$ cat src/rtl/worldselect_pkg.sv
// rtl/worldselect_pkg.sv - shared FSM encoding and map constants for world_request
// Purpose: state encoding, map index constants and one-hot map_en constants.
// Ports: none (package).
package worldselect_pkg;

    typedef enum logic [1:0] {
        ST_IDLE     = 2'd0,
        ST_PULSE    = 2'd1,
        ST_WAIT_ACK = 2'd2,
        ST_RELEASE  = 2'd3
    } state_t;

    localparam logic [1:0] MAP_IDX_0 = 2'd0;
    localparam logic [1:0] MAP_IDX_1 = 2'd1;
    localparam logic [1:0] MAP_IDX_2 = 2'd2;
    localparam logic [1:0] MAP_IDX_3 = 2'd3;

    localparam logic [3:0] MAP_EN_0 = 4'b0001;
    localparam logic [3:0] MAP_EN_1 = 4'b0010;
    localparam logic [3:0] MAP_EN_2 = 4'b0100;
    localparam logic [3:0] MAP_EN_3 = 4'b1000;

endpackage

$ cat src/rtl/world_request_if.sv
// rtl/world_request_if.sv - request/acknowledge bus between world_request and the world selector
// Purpose: groups the map handshake and status signals.
// Signals: map_en (ack feedback, one-hot), map_change (request strobe),
//          map_select (requested index), busy, err.
// Modports: slave = world_request side, master = world selector / bench side.
interface world_request_if;
    logic [3:0] map_en;
    logic       map_change;
    logic [1:0] map_select;
    logic       busy;
    logic       err;

    modport slave (
        input  map_en,
        output map_change,
        output map_select,
        output busy,
        output err
    );

    modport master (
        output map_en,
        input  map_change,
        input  map_select,
        input  busy,
        input  err
    );
endinterface

$ cat src/rtl/debounce.sv
// rtl/debounce.sv - 2-flop synchronizer plus debouncer for one raw input
// Purpose: synchronizes i_raw, then moves o_db to the synchronized value only
//          after it has differed for DEBOUNCE_CYCLES consecutive cycles.
//          o_low_settled reports that the synchronized input has been low for
//          DEBOUNCE_CYCLES consecutive cycles (a genuine, debounced release).
// Ports: i_clk, i_reset (async, active-high), i_raw (async input),
//        o_db (debounced level), o_low_settled (debounced release seen).
module debounce #(
    parameter int DEBOUNCE_CYCLES = 16
) (
    input  logic i_clk,
    input  logic i_reset,
    input  logic i_raw,
    output logic o_db,
    output logic o_low_settled
);
    localparam int CW = $clog2(DEBOUNCE_CYCLES + 1);
    localparam logic [CW-1:0] CNT_LAST = CW'(DEBOUNCE_CYCLES - 1);
    localparam logic [CW-1:0] CNT_FULL = CW'(DEBOUNCE_CYCLES);

    logic          r_meta;
    logic          r_sync;
    logic          r_db;
    logic [CW-1:0] r_cnt;
    logic [CW-1:0] r_low_cnt;

    always_ff @(posedge i_clk or posedge i_reset) begin
        if (i_reset) begin
            r_meta    <= 1'b0;
            r_sync    <= 1'b0;
            r_db      <= 1'b0;
            r_cnt     <= '0;
            r_low_cnt <= '0;
        end else begin
            r_meta <= i_raw;
            r_sync <= r_meta;

            // Any reversion to the current debounced level restarts the count.
            if (r_sync == r_db) begin
                r_cnt <= '0;
            end else if (r_cnt == CNT_LAST) begin
                r_db  <= r_sync;
                r_cnt <= '0;
            end else begin
                r_cnt <= r_cnt + 1'b1;
            end

            // Saturating low-time counter. The synchronizer's reset zeros are
            // shorter than a debounce window, so a button held through reset
            // never looks like a release.
            if (r_sync) begin
                r_low_cnt <= '0;
            end else if (r_low_cnt != CNT_FULL) begin
                r_low_cnt <= r_low_cnt + 1'b1;
            end
        end
    end

    assign o_db          = r_db;
    assign o_low_settled = (r_low_cnt == CNT_FULL);
endmodule

$ cat src/rtl/world_request.sv
// rtl/world_request.sv - debounced "change world" request FSM with ack/timeout
// Purpose: on a debounced button press, latches the world-select switches,
//          strobes map_change for one cycle, waits for map_en to change (or a
//          timeout), then waits for the button to be released.
// Ports: i_clk, i_reset (async, active-high), i_btn_raw, i_sw_raw[1:0],
//        wr_bus (world_request_if.slave: map_en in; map_change, map_select,
//        busy, err out).
// Config: WORLDREQ_TIMEOUT_ERR_EN - when defined, a timeout sets sticky err,
//         cleared by the next acknowledge; otherwise err is tied to 0.
module world_request
    import worldselect_pkg::*;
#(
    parameter int DEBOUNCE_CYCLES = 16,
    parameter int ACK_TIMEOUT     = 32
) (
    input  logic                  i_clk,
    input  logic                  i_reset,
    input  logic                  i_btn_raw,
    input  logic [1:0]            i_sw_raw,
    world_request_if.slave        wr_bus
);
    localparam int TO_W = $clog2(ACK_TIMEOUT + 1);
    localparam logic [TO_W-1:0] TO_LAST = TO_W'(ACK_TIMEOUT - 1);

    state_t          r_state;
    state_t          w_next;
    logic            w_btn_db;
    logic            w_low_settled;
    logic            r_db_prev;
    logic            r_armed;
    logic [1:0]      r_sw_meta;
    logic [1:0]      r_sw_sync;
    logic [1:0]      r_map_select;
    logic [3:0]      r_snapshot;
    logic [TO_W-1:0] r_to_cnt;
    logic            w_press;
    logic            w_ack;
    logic            w_to_last;

    debounce #(
        .DEBOUNCE_CYCLES(DEBOUNCE_CYCLES)
    ) u_btn_db (
        .i_clk         (i_clk),
        .i_reset       (i_reset),
        .i_raw         (i_btn_raw),
        .o_db          (w_btn_db),
        .o_low_settled (w_low_settled)
    );

    // A press is a debounced 0->1 edge that follows a debounced release;
    // this keeps a button held across reset from issuing a new request.
    assign w_press   = w_btn_db & ~r_db_prev & r_armed;
    assign w_ack     = (wr_bus.map_en != r_snapshot);
    assign w_to_last = (r_to_cnt == TO_LAST);

    always_comb begin
        w_next = r_state;
        case (r_state)
            ST_IDLE:     if (w_press) w_next = ST_PULSE;
            ST_PULSE:    w_next = ST_WAIT_ACK;
            // Ack is tested first so an ack in the last timeout cycle wins.
            ST_WAIT_ACK: if (w_ack || w_to_last) w_next = ST_RELEASE;
            ST_RELEASE:  if (!w_btn_db) w_next = ST_IDLE;
            default:     w_next = ST_IDLE;
        endcase
    end

    always_ff @(posedge i_clk or posedge i_reset) begin
        if (i_reset) begin
            r_state      <= ST_IDLE;
            r_db_prev    <= 1'b0;
            r_armed      <= 1'b0;
            r_sw_meta    <= 2'b00;
            r_sw_sync    <= 2'b00;
            r_map_select <= MAP_IDX_0;
            r_snapshot   <= 4'b0000;
            r_to_cnt     <= '0;
        end else begin
            r_state   <= w_next;
            r_db_prev <= w_btn_db;
            r_sw_meta <= i_sw_raw;
            r_sw_sync <= r_sw_meta;

            if (w_low_settled) begin
                r_armed <= 1'b1;
            end

            if (r_state == ST_IDLE && w_press) begin
                r_map_select <= r_sw_sync;
                r_snapshot   <= wr_bus.map_en;
                r_armed      <= 1'b0;
            end

            if (r_state == ST_PULSE) begin
                r_to_cnt <= '0;
            end else if (r_state == ST_WAIT_ACK && !w_ack && !w_to_last) begin
                r_to_cnt <= r_to_cnt + 1'b1;
            end
        end
    end

`ifdef WORLDREQ_TIMEOUT_ERR_EN
    logic r_err;

    always_ff @(posedge i_clk or posedge i_reset) begin
        if (i_reset) begin
            r_err <= 1'b0;
        end else if (r_state == ST_WAIT_ACK) begin
            if (w_ack) begin
                r_err <= 1'b0;
            end else if (w_to_last) begin
                r_err <= 1'b1;
            end
        end
    end

    assign wr_bus.err = r_err;
`else
    assign wr_bus.err = 1'b0;
`endif

    assign wr_bus.map_change = (r_state == ST_PULSE);
    assign wr_bus.map_select = r_map_select;
    assign wr_bus.busy       = (r_state != ST_IDLE);
endmodule

$ cat src/flat_wrapper.sv
// flat-port wrapper written by rule: the top's interface ports become plain ports
module world_request_flat import worldselect_pkg::*;
#(
    parameter int DEBOUNCE_CYCLES = 16,
    parameter int ACK_TIMEOUT     = 32
)
  (i_clk, i_reset, i_btn_raw, i_sw_raw, wr_bus_map_en, wr_bus_map_change, wr_bus_map_select, wr_bus_busy, wr_bus_err);
  world_request_if wr_bus_i ();
  input  logic i_clk;
  input  logic i_reset;
  input  logic i_btn_raw;
  input  logic [1:0] i_sw_raw;
  input wire logic [$bits(wr_bus_i.map_en)-1:0] wr_bus_map_en;
  output wire logic [$bits(wr_bus_i.map_change)-1:0] wr_bus_map_change;
  output wire logic [$bits(wr_bus_i.map_select)-1:0] wr_bus_map_select;
  output wire logic [$bits(wr_bus_i.busy)-1:0] wr_bus_busy;
  output wire logic [$bits(wr_bus_i.err)-1:0] wr_bus_err;
  assign wr_bus_i.map_en = wr_bus_map_en;
  assign wr_bus_map_change = wr_bus_i.map_change;
  assign wr_bus_map_select = wr_bus_i.map_select;
  assign wr_bus_busy = wr_bus_i.busy;
  assign wr_bus_err = wr_bus_i.err;
  world_request #(.DEBOUNCE_CYCLES(DEBOUNCE_CYCLES), .ACK_TIMEOUT(ACK_TIMEOUT)) u_core (.i_clk(i_clk), .i_reset(i_reset), .i_btn_raw(i_btn_raw), .i_sw_raw(i_sw_raw), .wr_bus(wr_bus_i));
endmodule
$ cat config.mk
export PLATFORM = sky130hd
export DESIGN_NAME = world_request_flat
export DESIGN_NICKNAME = d
export VERILOG_FILES = /design/src/rtl/worldselect_pkg.sv /design/src/rtl/world_request_if.sv /design/src/rtl/debounce.sv /design/src/rtl/world_request.sv /design/src/flat_wrapper.sv
export SDC_FILE = /design/constraint.sdc
export NUM_CORES = 1
export LEC_CHECK = 0
export ABC_AREA = 0
export ABC_CLOCK_PERIOD_IN_PS = 2210
export CORE_MARGIN = 8
export CORE_UTILIZATION = 35
export DETAILED_ROUTE_END_ITERATION = 7
export PLACE_DENSITY = 0.55
export SKIP_CTS_REPAIR_TIMING = 1
export SYNTH_ARGS = -nofsm -noshare
export SYNTH_HDL_FRONTEND = slang
export SYNTH_HIERARCHICAL = 1
export SYNTH_SLANG_ARGS = --single-unit
$ cat constraint.sdc
create_clock -name i_clk -period 2.21 [get_ports i_clk]
set_input_delay 0.442 -clock i_clk [delete_from_list [all_inputs] [get_ports i_clk]]
set_output_delay 0.442 -clock i_clk [all_outputs]
set_load 0.05 [all_outputs]
==> metrics.txt, run 1 <==
status=finished, final reports clean; critical path class=flip-flop to output port; Remaining DRCs=0; P_leak=between 0.7 and 0.8 nW; Power per Cell Area=roughly 860 nW/um^2; worst-path cell chain=clkdlybuf4s50_1; Clock Latency Late Sink=0.28 ns; clock sink total=33; post-route setup TNS=0 ns; placed cells=188; Switching Share=around a third; Post-Synthesis Cells=about 130; first-pass GRT wire length=approximately 4.6 mm; Yosys reg bits=33; data required time of the worst path=around 1.8 ns; Max-cap violations=0; Chip Height=81.9 um; Final Cycle Share=roughly 86%; Netlist cell types=36; unrepaired setup endpoints after global routing=false; die width=between 80 and 90 um; Top delay family on crit path=buffers and inverters; fmax=529 MHz; Core ar.=4260 sq um; I/O Pins=14; GR peak layer=met2; worst min-delay path category=flip-flop to flip-flop; Clock transition at path regs=~0.070 ns; grt total ovfl=0; grt met2 use=between 10 and 15%; post-layout min period=1.89 ns; Pint=between 1 and 1.5 mW; Port Buffer Count=12; number of vias per cell=slightly below 5; Synth warnings=6; row cnt=24; TritonCTS clock tree=built; Overall Power=between 1.5 and 2 mW; relative slew slack=a little over half; Clock power frac=between 30% and 40%; register area share after synthesis=a little over half; Nets=roughly 160; WP buf/inv=1; Antenna Violating Nets Remaining=0; most common cell after layout, fill and taps aside=dfrtp_1; GR Util met1=about a tenth; TritonCTS Buffers=5; Mapped Area=about 1500 sq um; ys flop type=dfrtp_1; initial antenna violation count=0; vias in the first global route=between 900 and 1000; Critical-path top delay cell=clkdlybuf4s50_1; Worst Skew=roughly 0.0061 ns; Hold WS=about 0.35 ns; crit-path max FO=2; async set-reset flop share out of synthesis=100%; Startpoint Class=flip-flop; post-route insts no fill=between 150 and 200; Detailed Place HPWL=1.84 mm; gpl congestion=around 0.78; crit end category=output port; total number of vias=about 940; commonest cells after routing, fill and taps aside=dfrtp_1 (33), clkdlybuf4s50_1 (10), nor2_1 (10); WL final=~2.6 mm; Max Slew Vio Count=0; syn nets=between 100 and 150; Sw Pwr=approximately 0.48 mW; DIE AREA=about 6700 sq um; Post-synth EDFFs=0; Slew @ Worst Pin=about 0.7 ns; largest net degree at the start of global routing=21; router iterations before antenna repair=4; Util after Layout=between 40% and 50%; CP arrival=around 1.5 ns; slowest stage delay, CP=roughly 0.8 ns; Max rail drop VDD=~0.39 mV; Final Hold Vio Count=0; setup violators final=0; met3 Use GR=roughly 3.8%; sequential share of power=between 40% and 50%; Comb pwr share=approximately a quarter; drt first-iter violations=36; Starting Density=around 36%; Antenna diodes=0; H-tree Lvls=2; total track usage=9.09%; proportion of layout cells with a drive suffix above 1=between 10% and 20%; CTS root buf=clkbuf_8; Area Overhead vs Synth=16.6%; syn_area_per_cell=roughly 12 sq um; clk buf depth=2; WL/cell=roughly 13 um
power groups by stage:
stage | clock [mW] | sequential [mW] | combinational, mW
finish | 0.460 | 0.687 | 0.374
global route | 0.506 | 0.695 | 0.424
CTS | 0.475 | 0.687 | 0.385
detailed placement | 0 | 0.698 | 0.382
global placement | 0 | 0.693 | 0.366
floorplan | 0 | 0.687 | 0.292
routing by layer:
metal / vias up / wire (um)
li1: 461 / -
met3: 7 / 123
met5: - / 0
met2: 15 / 1300
met1: 455 / 1110
met4: 0 / 57
through the flow:
stage	setup WS, ns	area, sq um
2_1_floorplan	0.354	1520
3_5_place_dp	0.0932	1680
5_1_grt	0.161	1770
3_3_place_gp	0.143	1680
4_1_cts	0.310	1770
6_report	0.319	1770
cell type report:
type                            instances  area (sq um)
Timing Repair Buffer                   14           130
Clock buffer                            6          82.6
Inverter                                9          33.8
Multi-Input combinational cell         80           629
Sequential cell                        33           826
Tap cell                               52          65.1
Clock inverter                          1          7.51
Fill cell                             423          2490
logic make-up after synthesis:
| group | synth area share [%] |
|---|---|
| DFF | 54.3 |
| AOI/OAI and AO/OA | 6.83 |
| and+or+nand+nor | 12.1 |
| buffers and inverters | 4.36 |
| xor gates and xnor gates | 6.83 |
| other | 0.246 |
| adders and majority gates | 7.40 |
| muxes | 7.98 |
Yosys cell counts (5+ instances only):
cell	instances	share of area, %
xor2_1	5	2.9
inv_1	9	2.2
nor2_1	10	2.5
nand3_1	8	2.6
dfrtp_1	33	54
xnor2_1	5	2.9
a21oi_1	5	1.6
ha_1	9	7.4
mux2_2	9	6.7
path summary, 6_finish.rpt:
check	depth (start not counted)	startpoint	to	slack (ns)
worst min-delay path	0	u_core/r_sw_meta[1]$_DFF_PP0_	u_core/r_sw_sync[1]$_DFF_PP0_	0.35
worst min register to register	0	u_core/r_sw_meta[1]$_DFF_PP0_	u_core/r_sw_sync[1]$_DFF_PP0_	0.35
min in group asynchronous	2	i_reset	u_core/u_btn_db/r_low_cnt[1]$_DFFE_PP0P_	0.50
max in group asynchronous	2	i_reset	u_core/u_btn_db/o_db$_DFFE_PP0P_	1.38
worst max register to register	5	u_core/r_to_cnt[0]$_DFFE_PP0P_	u_core/r_state[1]$_DFFE_PP0P_	0.35
worst max-delay path	1	u_core/wr_bus.map_select[1]$_DFFE_PP0P_	wr_bus_map_select[1]	0.32
state kept, by name (all words and copies together), names as in the netlist:
register and flops:
u_core/r_sw_sync 2, u_core/u_btn_db/r_low_cnt 5, u_core/r_to_cnt 6, u_core/wr_bus.map_select 2, u_core/u_btn_db/r_cnt 5, u_core/u_btn_db/r_meta 1, u_core/r_db_prev 1, u_core/u_btn_db/r_sync 1
u_core/r_snapshot 4, u_core/u_btn_db/o_db 1, u_core/r_sw_meta 2, u_core/r_armed 1, u_core/r_state 2
worst register-to-register path, cell delays in order (launching register included):
cell	delay, ns
dfrtp_1	0.40
ha_1	0.19
inv_1	0.06
o311ai_2	0.66
o21ai_2	0.14
mux2_2	0.29
(Power assumes the default switching activity.)
==> run 2, diff against run 1 <==
CORE_MARGIN = 2   (was 8)
GPL_ROUTABILITY_DRIVEN = 0   (was unset)
==> run 2 against run 1 <==
Effect of this change:
- final cell count fell by 0.51%
- clock-buffer cell count is 1 lower
- routed wire length is 7.8% lower
- clock power decreased by 5.0%
- die area down 27%
- design area down 0.35%
- global-route usage is 3.0 points higher
- largest cell class unchanged
- worst hold slack worse by 0.0016 ns
==> metrics.txt, run 2 (synthesis gave the netlist of run 1 again) <==
post-route setup TNS=0 ns (unchanged); Hold WS=0.351 ns (-0.00157 ns); Util after Layout=43.3% (+1.7 points); largest net degree at the start of global routing=21 (unchanged); Antenna diodes=0 (unchanged); most common cell after layout, fill and taps aside=dfrtp_1; Detailed Place HPWL=1.69 mm (-8.3%); Max Slew Vio Count=0 (unchanged); total number of vias=959 (+2.2%); router iterations before antenna repair=4 (unchanged); Slew @ Worst Pin=0.746 ns (+0.0346 ns); WL/cell=12.3 um (-7.3%); Largest register FFs=6 (unchanged); vias in the first global route=1028 (+4.6%); TritonCTS clock tree=built; H-tree Lvls=2 (unchanged); I/O Pins=14 (unchanged); fmax=528 MHz (-0.17%); DR WL met2=1.13 mm (-13%); Starting Density=37.2% (+1.6 points); Max rail drop VDD=0.411 mV (+5.7%); P_leak=0.799 nW (about the same); clk buf depth=2 (unchanged); Chip Height=69.9 um (-15%); DR top layer=met4; total track usage=12.1% (+3.0 points); Power per Cell Area=846 nW/um^2 (-1.3%); TritonCTS Buffers=5 (unchanged); WL final=2.39 mm (-7.8%); first-pass GRT wire length=4.51 mm (-1.7%); Core ar.=4090 sq um (-4.2%); die width=69.9 um (-15%); proportion of layout cells with a drive suffix above 1=18.1% (+0.57 points); Nets=161 (unchanged); number of vias per cell=4.94 (+2.8%); CTS root buf=clkbuf_8; largest registers=u_core/r_to_cnt x6, u_core/u_btn_db/r_cnt x5, u_core/u_btn_db/r_low_cnt x5; Worst Skew=0.00427 ns (-0.00186 ns); Antenna Violating Nets Remaining=0 (unchanged); Clock Latency Late Sink=0.29 ns (about the same); WL met3=122 um (-0.81%); relative slew slack=50.2% (-2.3 points); Max-cap violations=0 (unchanged); worst min-delay path category=flip-flop to flip-flop; DIE AREA=4890 sq um (-27%); setup violators final=0 (unchanged); crit end category=flip-flop; CP arrival=2.06 ns (+0.61 ns); Top reg by flops=u_core/r_to_cnt; grt total ovfl=0 (unchanged); status=finished, final reports clean; Final Cycle Share=85.7% (+0.14 points); commonest cells after routing, fill and taps aside=dfrtp_1 (33), clkdlybuf4s50_1 (10), nor2_1 (10); unrepaired setup endpoints after global routing=false; Remaining DRCs=0 (unchanged); critical path class=flip-flop to flip-flop; Port Buffer Count=12 (unchanged); Final Hold Vio Count=0 (unchanged); Clock transition at path regs=0.07 ns (about the same); post-layout min period=1.89 ns (+0.00314 ns); Area Overhead vs Synth=16.2%; data required time of the worst path=2.38 ns (+0.61 ns); Startpoint Class=flip-flop; drt first-iter violations=15 (-58%); row cnt=23 (-4.2%); DRT met1 WL=1.08 mm (-2.8%); clock sink total=33 (unchanged); initial antenna violation count=0 (unchanged); crit-path max FO=12 (+10)
-- run 2: cell count changes in the layout (fill, tap and decap cells not counted) --
cell      previous run  this run
clkinv_2             0         2
clkbuf_8             6         5
-- run 2: where the power goes --
| part | leakage (nW) | total [mW] | internal, mW | switching [mW] |
|---|---|---|---|---|
| Combinational | 0.327 | 0.373 | 0.142 | 0.231 |
| Sequential | 0.428 | 0.687 | 0.648 | 0.0383 |
| Clock | 0.0439 | 0.437 | 0.217 | 0.220 |
-- run 2: routing by layer --
metal	track usage (%)	vias to the layer above
li1	-	461
met3	5.34	6
met2	19.3	25
met1	13.7	467
met5	0	-
met4	6.41	0
-- run 2: metrics by stage --
| step | setup WS (ns) | cell area, sq um | std cells | total power [mW] |
|---|---|---|---|---|
| after floorplan | 0.354 | 1520 | 127 | 0.979 |
| after global placement | 0.124 | 1680 | 186 | 1.06 |
| after CTS | 0.305 | 1770 | 194 | 1.52 |
| after global routing | 0.150 | 1770 | 194 | 1.60 |
| final | 0.316 | 1770 | 194 | 1.50 |
| after detailed placement | 0.0711 | 1680 | 186 | 1.07 |
-- run 2: worst max-delay path, stage by stage, from the launching register on --
cell	delay [ns]
dfrtp_1	0.40
ha_1	0.19
inv_1	0.07
o311ai_2	0.68
o21ai_2	0.13
mux2_2	0.30
-- run 2: worst paths after layout --
check / endpoint / from / slack [ns] / cells past startpoint
max: u_core/r_state[1]$_DFFE_PP0P_ / u_core/r_to_cnt[0]$_DFFE_PP0P_ / 0.32 / 5
min: u_core/r_sw_sync[0]$_DFF_PP0_ / u_core/r_sw_meta[0]$_DFF_PP0_ / 0.35 / 0
max reg2reg: u_core/r_state[1]$_DFFE_PP0P_ / u_core/r_to_cnt[0]$_DFFE_PP0P_ / 0.32 / 5
min reg2reg: u_core/r_sw_sync[0]$_DFF_PP0_ / u_core/r_sw_meta[0]$_DFF_PP0_ / 0.35 / 0
max in group asynchronous: u_core/u_btn_db/r_low_cnt[2]$_DFFE_PP0P_ / i_reset / 1.38 / 2
min in group asynchronous: u_core/u_btn_db/o_db$_DFFE_PP0P_ / i_reset / 0.50 / 2
-- run 2: cell type report --
| type | instances | area (sq um) |
|---|---|---|
| tap | 50 | 62.6 |
| clock inverter | 3 | 17.5 |
| sequential | 33 | 826 |
| timing repair buffer | 14 | 130 |
| inverter | 9 | 33.8 |
| clock buffer | 5 | 68.8 |
| multi-input combinational | 80 | 629 |
| fill | 398 | 2320 |
